===== src/rtl/debugger_mailbox_controller.sv =====
// Debugger mailbox controller: on a PS doorbell it validates the BRAM mailbox, hands the
// request type to the processor, writes the response block back and pulses the PS interrupt.
module debugger_mailbox_controller #(
    parameter int                    ADDR_WIDTH       = 13,
    parameter int                    DATA_WIDTH       = 32,
    parameter logic [DATA_WIDTH-1:0] INDICATOR        = 32'h4859_5045,
    parameter logic [15:0]           RESP_BASE        = 16'h0100,
    parameter int                    TIMEOUT_CYCLES   = 1024,
    parameter int                    INT_PULSE_CYCLES = 4
) (
    input  logic                  clock,
    input  logic                  reset,
    input  logic                  io_en,
    input  logic                  io_plInSignal,
    output logic                  io_psOutInterrupt,
    output logic [ADDR_WIDTH-1:0] io_rdWrAddr,
    output logic                  io_wrEna,
    output logic [DATA_WIDTH-1:0] io_wrData,
    input  logic [DATA_WIDTH-1:0] io_rdData,
    output logic                  io_reqValid,
    output logic [DATA_WIDTH-1:0] io_reqType,
    input  logic                  io_respValid,
    input  logic [DATA_WIDTH-1:0] io_respType,
    output logic                  io_busy,
    output logic [7:0]            io_errCount
);

    localparam int MAX_WAIT = (TIMEOUT_CYCLES > INT_PULSE_CYCLES) ? TIMEOUT_CYCLES : INT_PULSE_CYCLES;
    localparam int CNT_W    = $clog2(MAX_WAIT + 1);

    typedef enum logic [3:0] {
        IDLE,
        RD_IND,
        CHK_IND,
        LATCH_TYPE,
        WAIT_PROC,
        WR_CHK,
        WR_IND,
        WR_TYPE,
        INT
    } stateT;

    stateT                 state;
    stateT                 nextState;
    logic                  plPrev;
    logic                  doorbell;
    logic                  errInc;
    logic [CNT_W-1:0]      cycleCnt;
    logic [DATA_WIDTH-1:0] reqTypeReg;
    logic [DATA_WIDTH-1:0] respTypeReg;
    logic [DATA_WIDTH-1:0] nextReqType;
    logic [DATA_WIDTH-1:0] nextRespType;

    assign doorbell = io_plInSignal & ~plPrev;
    assign io_busy  = (state != IDLE);

    // The shared counter restarts on every state change, so it measures time spent in WAIT_PROC or INT
    always_ff @(posedge clock) begin
        if (reset) begin
            state       <= IDLE;
            plPrev      <= 1'b0;
            cycleCnt    <= '0;
            reqTypeReg  <= '0;
            respTypeReg <= '0;
            io_errCount <= 8'd0;
        end else begin
            state       <= nextState;
            plPrev      <= io_plInSignal;
            reqTypeReg  <= nextReqType;
            respTypeReg <= nextRespType;
            if (nextState != state || state == IDLE) begin
                cycleCnt <= '0;
            end else begin
                cycleCnt <= cycleCnt + 1'b1;
            end
            if (errInc && io_errCount != 8'hFF) begin
                io_errCount <= io_errCount + 8'd1;
            end
        end
    end

    always_comb begin
        nextState         = state;
        nextReqType       = reqTypeReg;
        nextRespType      = respTypeReg;
        errInc            = 1'b0;
        io_rdWrAddr       = '0;
        io_wrEna          = 1'b0;
        io_wrData         = '0;
        io_reqValid       = 1'b0;
        io_reqType        = '0;
        io_psOutInterrupt = 1'b0;

        case (state)
            IDLE: begin
                if (io_en && doorbell) nextState = RD_IND;
            end
            RD_IND: begin
                io_rdWrAddr = ADDR_WIDTH'(1);
                nextState   = CHK_IND;
            end
            // io_rdData now holds word 1, requested in RD_IND
            CHK_IND: begin
                io_rdWrAddr = ADDR_WIDTH'(2);
                if (io_rdData == INDICATOR) begin
                    nextState = LATCH_TYPE;
                end else begin
                    errInc    = 1'b1;
                    nextState = IDLE;
                end
            end
            LATCH_TYPE: begin
                nextReqType = io_rdData;
                nextState   = WAIT_PROC;
            end
            WAIT_PROC: begin
                io_reqValid = 1'b1;
                io_reqType  = reqTypeReg;
                if (io_respValid) begin
                    nextRespType = io_respType;
                    nextState    = WR_CHK;
                end else if (cycleCnt == CNT_W'(TIMEOUT_CYCLES - 1)) begin
                    nextRespType = '1;
                    errInc       = 1'b1;
                    nextState    = WR_CHK;
                end
            end
            WR_CHK: begin
                io_wrEna    = 1'b1;
                io_rdWrAddr = ADDR_WIDTH'(RESP_BASE);
                io_wrData   = INDICATOR ^ respTypeReg;
                nextState   = WR_IND;
            end
            WR_IND: begin
                io_wrEna    = 1'b1;
                io_rdWrAddr = ADDR_WIDTH'(RESP_BASE + 16'd1);
                io_wrData   = INDICATOR;
                nextState   = WR_TYPE;
            end
            WR_TYPE: begin
                io_wrEna    = 1'b1;
                io_rdWrAddr = ADDR_WIDTH'(RESP_BASE + 16'd2);
                io_wrData   = respTypeReg;
                nextState   = INT;
            end
            INT: begin
                io_psOutInterrupt = 1'b1;
                if (cycleCnt == CNT_W'(INT_PULSE_CYCLES - 1)) nextState = IDLE;
            end
            default: nextState = IDLE;
        endcase

        // Disabling aborts everything except an interrupt pulse already under way
        if (!io_en && state != INT) begin
            nextState    = IDLE;
            nextReqType  = reqTypeReg;
            nextRespType = respTypeReg;
            errInc       = 1'b0;
            io_wrEna     = 1'b0;
        end
    end

endmodule


===== config.mk =====
export PLATFORM = sky130hd
export DESIGN_NAME = debugger_mailbox_controller
export DESIGN_NICKNAME = d
export VERILOG_FILES = /design/src/rtl/debugger_mailbox_controller.sv
export SDC_FILE = /design/constraint.sdc
export NUM_CORES = 1
export LEC_CHECK = 0
export CELL_PAD_IN_SITES_DETAIL_PLACEMENT = 0
export CELL_PAD_IN_SITES_GLOBAL_PLACEMENT = 1
export CORE_ASPECT_RATIO = 0.8
export CORE_MARGIN = 2
export CORE_UTILIZATION = 29
export DETAILED_ROUTE_END_ITERATION = 16
export HOLD_SLACK_MARGIN = 0.06
export PLACE_DENSITY_LB_ADDON = 0.1
export SETUP_SLACK_MARGIN = 0.02
export SLEW_MARGIN = 25
export SYNTH_ARGS = -nofsm -noshare
export SYNTH_HDL_FRONTEND = slang
export SYNTH_SLANG_ARGS = --single-unit

===== constraint.sdc =====
create_clock -name clock -period 2 [get_ports clock]
set_input_delay 0.4 -clock clock [delete_from_list [all_inputs] [get_ports clock]]
set_output_delay 0.4 -clock clock [all_outputs]
set_load 0.02 [all_outputs]

==> metrics.md, run 1 <==
| Metric | Value |
|---|---|
| Outcome | complete, but fails checks |
| Failing checks | negative setup slack |
| H-tree levels | 3 |
| Drt wl/cell | between 15 and 20 um |
| Die width | 144 um |
| Global route total overflow | 0 |
| Sequential power share | around 48% |
| Crit start category | register |
| Post-synthesis sequential area ratio | between 30% and 40% |
| Starting Density | about 29% |
| Worst path cell trace | buf_12 -> nor3_4 -> buf_6 -> buf_6 -> buf_8 -> buf_6 -> and2_4 -> buf_6 |
| Reg2reg start | state[1]$_SDFF_PP0_ |
| CTS clock-pin slew for the worst setup and hold paths | approximately 0.070 ns |
| Internal | roughly 2.8 mW |
| Initial DRC count | roughly 190 |
| Net switching power | between 0.9 and 1 mW |
| DR vias/cell | about 4.7 |
| Slew of the pin with the lowest slew margin | 0.748 ns |
| Worst Path Max Fanout | 6 |
| # diodes | 0 |
| Beginning of the critical path | state[1]$_SDFF_PP0_ |
| Placed cell areas | roughly 6700 um^2 |
| Final Hold Vio Count | 0 |
| Yosys cell types | 57 |
| Die ar. | between 15000 and 20000 um^2 |
| Root Driver | clkbuf_16 |
| Bufs on Longest Clock Path | 2 |
| Final WS setup | -0.139 ns |
| Maximum number of pins on one net before global-route repair | 57 |
| Sw Share | 24.6% |
| WS Path Type | reg2out |
| Clk sinks | 88 |
| Util after Layout | 56.1% |
| Worst Path Buf+Inv | 6 |
| First-pass GRT wire length | between 20000 and 30000 um |
| Post-Syn Area | ~4600 um^2 |
| Die Y | ~120 um |
| CTS tree | built |
| Unrepaired setup endpoints after global routing | yes |
| Synth Flop Type | dfxtp_1 |
| CTS buffer count | 9 |
| Max cap viols | 0 |
| Hold WC Path Type | in2reg |
| Vias in the first global route | about 4700 |
| Layout cell share with drive strength beyond 1 | roughly half |
| Finished layout cell area | ~8800 um^2 |
| Final ANT Viol Nets | 0 |
| Cell area power density | about 420 nW/um^2 |
| Detail Placement HPWL | roughly 10000 um |
| Gr usage total | between 15 and 20% |
| Synth Instances | roughly 570 |
| I/O pin count | 158 |
| # rows | about 40 |
| CP arrival | around 1.7 ns |
| Post-route DRC | 0 |
| Max-slew violation count | 0 |
| Worst hold path startpoint | io_rdData[12] |
| Critical Path Slowest Stage Cell | dfxtp_4 |
| NumNets Final | just under 900 |
| Comb power frac | under 10% |
| Crit-path leading delay family | buffers and inverters |
| Mean Syn Cell Area | ~8.0 um^2 |
| Critical path's largest stage delay | roughly 0.35 ns |
| P_leak | ~3.5 nW |
| Routed via count | 4895 |
| Worst Path Required | about 1.6 ns |
| Slew HR | approximately half |
| CP dominant cell by count | buf_6 |
| Critical Path Sink Type | output port |
| RD Place Congestion | around 0.76 |
| Final setup vio count | 61 |
| Worst VDD drop | about 0.00046 V |
| Final wirelength | around 17000 um |
| Initial antenna violation count | 0 |
| Area delta synth->final | 91.5% |
| Ys async rst share | 0% |
| Min Tclk post-route | between 2 and 2.5 ns |
| Part of the power in the clock network | between 40% and 50% |
| Clock Skews | ~0.0085 ns |
| Clk_lat worst skew | 0.35 ns |
| #FFs+latches synth | 88 |
| Fmax | between 400 and 500 MHz |
| Post-synth EDFFs | 0 |
| Total Power | between 3 and 4 mW |
| YS warnings | 0 |
| Fin crit share | 107% |
| Core Area | between 15000 and 20000 um^2 |
| Drt first pass iters | 4 |
| Input/output buffers | approximately 150 |
| FILL cells | roughly 1500 |
==> worst paths after layout <==
path	to	slack (ns)	cells past startpoint
max	io_reqType[6]	-0.14	8
max reg2reg	io_errCount[2]$_SDFFE_PP0P_	-0.10	9
min reg2reg	reqTypeReg[15]$_SDFFE_PP0P_	0.45	2
min	reqTypeReg[12]$_SDFFE_PP0P_	0.44	3
==> cells in the mapped netlist (2+ instances only) <==
cell,count,share of area [%]
nor3b_1,2,0.33
dfxtp_1,88,39
nor2_1,51,4.2
a21boi_0,3,0.49
buf_6,5,1.2
o21a_1,2,0.33
mux2_2,5,1.2
nand2b_1,2,0.27
nor4b_4,3,1.6
a311oi_1,31,5.9
nand4_1,4,0.55
xor2_1,6,1.1
clkbuf_1,28,2.3
nor4b_1,6,1.1
nor3_1,13,1.4
ha_1,3,0.82
buf_4,12,2.0
nor2b_1,9,1.2
or3_1,13,1.8
a21oi_1,49,5.4
o21ai_0,12,1.3
nor4bb_1,2,0.44
inv_1,36,3.0
buf_2,9,0.99
nor4_1,2,0.27
and2_1,54,7.4
nand3_1,10,1.1
nand2_1,79,6.5
xnor2_1,5,0.96
==> cells in the final DEF (no fill, tap or decap), types with 9 or more instances in the layout <==
cell               n
buf_6            105
dfxtp_1           82
nand2_1           71
buf_4             64
clkdlybuf4s50_1   52
and2_4            49
inv_1             34
nor2_1            30
a21oi_1           30
dlygate4sd2_1     22
a311oi_2          17
nor2_2            16
a311oi_1          15
buf_12            15
a21oi_2           12
clkbuf_16         12
nor3_2            10
conb_1            10
o21ai_0            9
nor2b_1            9
nand3_1            9
==> power by group through the flow <==
stage	Combinational, mW	Clock [mW]	Sequential [mW]
floorplan	0.116	0	1.80
global placement	0.300	0	1.79
detailed placement	0.301	0	1.79
CTS	0.318	1.62	1.75
global route	0.367	1.71	1.75
finish	0.344	1.58	1.75
==> cell type report <==
| cell class | instances | area (um^2) | area share [%] |
|---|---|---|---|
| multi-input combinational | 404 | 3250 | 37.1 |
| timing repair buffer | 278 | 3040 | 34.7 |
| sequential | 88 | 1780 | 20.3 |
| tap | 215 | 269 | 3.07 |
| clock buffer | 9 | 225 | 2.57 |
| inverter | 36 | 139 | 1.59 |
| clock inverter | 7 | 48.8 | 0.557 |
==> layer usage <==
layer	vias up	track usage (%)	share of wire, %
met5	-	0	0
met1	2334	26.9	47
met2	132	30.7	46
met4	0	3.50	0.67
met3	8	5.45	6.1
li1	2421	-	-
==> cell families after synthesis <==
group / count (synthesis) / synth area share (%)
and+or+nand+nor: 261 / 30.8
AOI/OAI and AO/OA: 110 / 16.4
muxes: 7 / 1.70
buffers and inverters: 91 / 9.52
other: 1 / 0.0820
xor gates and xnor gates: 11 / 2.11
adders and majority gates: 3 / 0.821
DFF: 88 / 38.5
==> flip-flops by register name, indices dropped and copies added (netlist names) <==
name,flops
cycleCnt,11
io_errCount,8
plPrev,1
reqTypeReg,32
respTypeReg,32
state,4
==> repair_timing <==
| item | CTS | global route |
|---|---|---|
| setup endpoints to repair | 122 | 151 |
| setup buffers | 45 | 18 |
| pin swaps | 80 | 78 |
| cloned | 18 | 6 |
| gates resized for setup | 554 | 150 |
| hold buffers | 0 | 0 |
==> metrics by stage <==
step | setup WS [ns] | setup TNS, ns | cells | hold slack [ns]
finish | -0.139 | -2.73 | 1037 | 0.443
global route | -0.200 | -7.45 | 1037 | 0.434
CTS | -0.133 | -4.59 | 1026 | 0.430
detailed placement | -0.577 | -27.39 | 949 | 0.444
global placement | -0.550 | -25.47 | 949 | 0.438
floorplan | -0.00954 | -0.0477 | 581 | 0.432
==> worst reg2reg max path: stages (launching register included) <==
cell	delay [ns]
dfxtp_4	0.35
buf_12	0.13
buf_12	0.12
nor4b_4	0.26
o22a_2	0.26
buf_6	0.12
nand4b_4	0.14
buf_12	0.19
a21boi_4	0.13
mux2_4	0.31
(Power assumes the default switching activity.)
==> run 2, diff against run 1 <==
--- a/config.mk
+++ b/config.mk
@@ -9,10 +9,11 @@
 export CELL_PAD_IN_SITES_GLOBAL_PLACEMENT = 1
 export CORE_ASPECT_RATIO = 0.8
 export CORE_MARGIN = 2
-export CORE_UTILIZATION = 29
+export CORE_UTILIZATION = 30
+export CTS_BUF_LIST = sky130_fd_sc_hd__clkbuf_4 sky130_fd_sc_hd__clkbuf_8
 export DETAILED_ROUTE_END_ITERATION = 16
 export HOLD_SLACK_MARGIN = 0.06
-export PLACE_DENSITY_LB_ADDON = 0.1
+export PLACE_DENSITY = 0.83
 export SETUP_SLACK_MARGIN = 0.02
 export SLEW_MARGIN = 25
 export SYNTH_ARGS = -nofsm -noshare
==> run 2 against run 1 <==
Effect of this change:
- the run still ends with negative setup slack left
- clock-buffer cell count up 1
- sequential power is essentially flat
- utilization shrank 3.8 points
- worst hold slack worse by 0.13 ns
- non-clock buffer count shrank 41
- wire length shrank 9.7%
- total power shrank 8.7%
- final cell count decreased by 6.6%
- die area is 3.2% lower
- via count fell by 3.7%
- combinational power shrank 5.8%
- sequential share of layout area grew 2.4 points
- critical endpoint is now cycleCnt[6]$_SDFF_PP0_
==> metrics.md, run 2 (synthesis gave the netlist of run 1 again) <==
| Metric | Value |
|---|---|
| FILL cells | 1359 (-6.3%) |
| Outcome | complete, but fails checks |
| WHS | 0.317 ns (-0.126 ns) |
| Min Tclk post-route | 2.08 ns (-0.0619 ns) |
| H-tree levels | 3 (unchanged) |
| Worst hold path startpoint | io_rdData[16] |
| Post-route DRC | 0 (unchanged) |
| Crit-path leading delay family | buffers and inverters |
| Final wirelength | 15700 um (-9.7%) |
| Critical Path Sink Type | register |
| Drt first pass iters | 4 (unchanged) |
| Vias in the first global route | 4427 (-6.6%) |
| I/O pin count | 158 (unchanged) |
| Input/output buffers | 147 (unchanged) |
| First-pass GRT wire length | 23200 um (-8.2%) |
| Cell area power density | 429 nW/um^2 (+2.2%) |
| Hold WC Path Type | in2reg |
| Critical path's largest stage delay | 0.36 ns (about the same) |
| CTS tree | built |
| Placed Cells | 916 (-3.5%) |
| CTS buffer count | 9 (unchanged) |
| Final WS setup | -0.0768 ns (+0.0619 ns) |
| DR vias/cell | 4.86 (+3.0%) |
| Gr usage total | 18.1% (-1.3 points) |
| P_leak | 3.19 nW (-9.6%) |
| Commonest cells after routing, fill and taps aside | 84 x buf_6, 81 x dfxtp_1, 74 x nand2_1 |
| WS Path Type | reg2reg |
| Fmax | 482 MHz (+3.0%) |
| Starting Density | 30.6% (+1.2 points) |
| Area delta synth->final | 71.2% |
| Post-Layout Cell Count | 969 (-6.6%) |
| Worst Path Buf+Inv | 4 (-2) |
| Util after Layout | 52.3% (-3.8 points) |
| Bufs on Longest Clock Path | 2 (unchanged) |
| Crit start category | register |
| Drt wl/cell | 16.2 um (-3.4%) |
| Max-slew violation count | 0 (unchanged) |
| Clk_lat worst skew | 0.39 ns (+0.04 ns) |
| Initial antenna violation count | 0 (unchanged) |
| # rows | 40 (-2.4%) |
| Worst Path Required | 2.31 ns (+0.71 ns) |
| Core Area | 15000 um^2 (-4.0%) |
| NumNets Final | 847 (-4.7%) |
| Critical Path Slowest Stage Cell | dfxtp_2 |
| CTS clock-pin slew for the worst setup and hold paths | 0.09 ns (+0.02 ns) |
| Detail Placement HPWL | 9590 um (-1.9%) |
| Final Hold Vio Count | 0 (unchanged) |
| Die Y | 114 um (-1.6%) |
| CP arrival | 2.38 ns (+0.64 ns) |
| Root Driver | clkbuf_8 |
| Die width | 142 um (-1.6%) |
| Worst Path Max Fanout | 5 (-1) |
| Layout cell share with drive strength beyond 1 | 38.7% (-9.9 points) |
| Worst path cell trace | buf_6 -> buf_4 -> nor4b_4 -> buf_4 -> o21ai_4 -> o32ai_4 -> xnor2_2 -> buf_4 -> nor4b_2 |
| Die ar. | 16200 um^2 (-3.2%) |
| Clock Skews | 0.00999 ns (+0.00154 ns) |
| RD Place Congestion | 0.844 (+11%) |
| Beginning of the critical path | state[2]$_SDFF_PP0_ |
| # diodes | 0 (unchanged) |
| Global route total overflow | 0 (unchanged) |
| Final ANT Viol Nets | 0 (unchanged) |
| Maximum number of pins on one net before global-route repair | 36 (-37%) |
| Failing checks | negative setup slack |
| Max cap viols | 0 (unchanged) |
| Commonest non-fill, non-tap cell in the layout | buf_6 |
| Unrepaired setup endpoints after global routing | yes |
| Worst VDD drop | 0.000346 V (-25%) |
| Final setup vio count | 44 (-28%) |
| Reg2reg start | state[2]$_SDFF_PP0_ |
| Fin crit share | 104% (-3.1 points) |
| Routed via count | 4713 (-3.7%) |
| Clk sinks | 88 (unchanged) |
| Largest registers | reqTypeReg x32, respTypeReg x32, cycleCnt x11 |
| CP dominant cell by count | buf_4 |
| Initial DRC count | 144 (-23%) |
run 2: cell types whose count changed in the layout (fill, tap and decap cells not counted), sizes merged:
cell           before  now
clkdlybuf4s50      52   53
dlygate4sd2        22   17
bufbuf              0    1
dlymetal6s2s        1    5
clkinv              6    5
clkinvlp            2    0
o32a                2    1
clkbuf             14   16
inv                35   36
bufinv              0    1
buf               198  155
run 2: where the power goes:
| part | internal (mW) | total [mW] | switching [mW] |
|---|---|---|---|
| logic | 0.171 | 0.324 | 0.153 |
| registers | 1.75 | 1.75 | 0.00138 |
| clock network | 0.605 | 1.28 | 0.675 |
run 2: layout make-up:
cell class | count | area [um^2] | share of cell area, %
clock buffers | 10 | 138 | 1.76
clock inverters | 6 | 58.8 | 0.752
inverters | 36 | 135 | 1.73
multi-input cells | 403 | 2950 | 37.7
flip-flops and latches | 88 | 1780 | 22.7
well taps | 189 | 236 | 3.02
repair buffers | 237 | 2530 | 32.3
run 2: stage by stage:
step / area (um^2) / TNS (ns) / setup slack, ns / power (mW)
2_1_floorplan: 4660 / -0.0477 / -0.00954 / 1.91
3_3_place_gp: 6540 / -18.95 / -0.582 / 2.09
3_5_place_dp: 6540 / -22.45 / -0.569 / 2.09
4_1_cts: 7230 / -3.00 / -0.0822 / 3.39
5_1_grt: 7830 / -7.12 / -0.160 / 3.48
6_report: 7830 / -1.69 / -0.0768 / 3.35
run 2: worst min-delay path: cells and delay by family:
kind,cells,cell delay (ns)
buf+inv,1,0.14
simple gates,1,0.07
compound gates,1,0.05
run 2: path summary, 6_finish.rpt:
kind	end	slack, ns	depth (start not counted)
min	reqTypeReg[16]$_SDFFE_PP0P_	0.32	3
max	cycleCnt[6]$_SDFF_PP0_	-0.08	9
min reg2reg	reqTypeReg[24]$_SDFFE_PP0P_	0.46	2
max reg2reg	cycleCnt[6]$_SDFF_PP0_	-0.08	9
run 2: repair_timing:
item                                    in CTS  in global routing
cloned                                       8                  7
pin swaps                                   31                 44
endpoints found under the hold margin        0                  0
resized for setup                          490                102
endpoints found under the setup margin     121                121
setup buffers                               10                 15
hold buffers                                 0                  0
run 2: layer usage:
metal | GRT usage, % | share of wire [%] | wire length [um]
met5 | 0 | 0 | 0
met2 | 29.8 | 47 | 7310
met3 | 4.77 | 6.0 | 937
met4 | 5.60 | 1.4 | 225
met1 | 23.3 | 46 | 7230
==> run 3, diff against run 2 <==
--- a/config.mk
+++ b/config.mk
@@ -10,7 +10,7 @@
 export CORE_ASPECT_RATIO = 0.8
 export CORE_MARGIN = 2
 export CORE_UTILIZATION = 30
-export CTS_BUF_LIST = sky130_fd_sc_hd__clkbuf_4 sky130_fd_sc_hd__clkbuf_8
+export CTS_BUF_LIST = sky130_fd_sc_hd__clkbuf_8
 export DETAILED_ROUTE_END_ITERATION = 16
 export HOLD_SLACK_MARGIN = 0.06
 export PLACE_DENSITY = 0.83
==> results of run 3 <==
No change in the layout: final DEF, timing and power equal those of run 2.
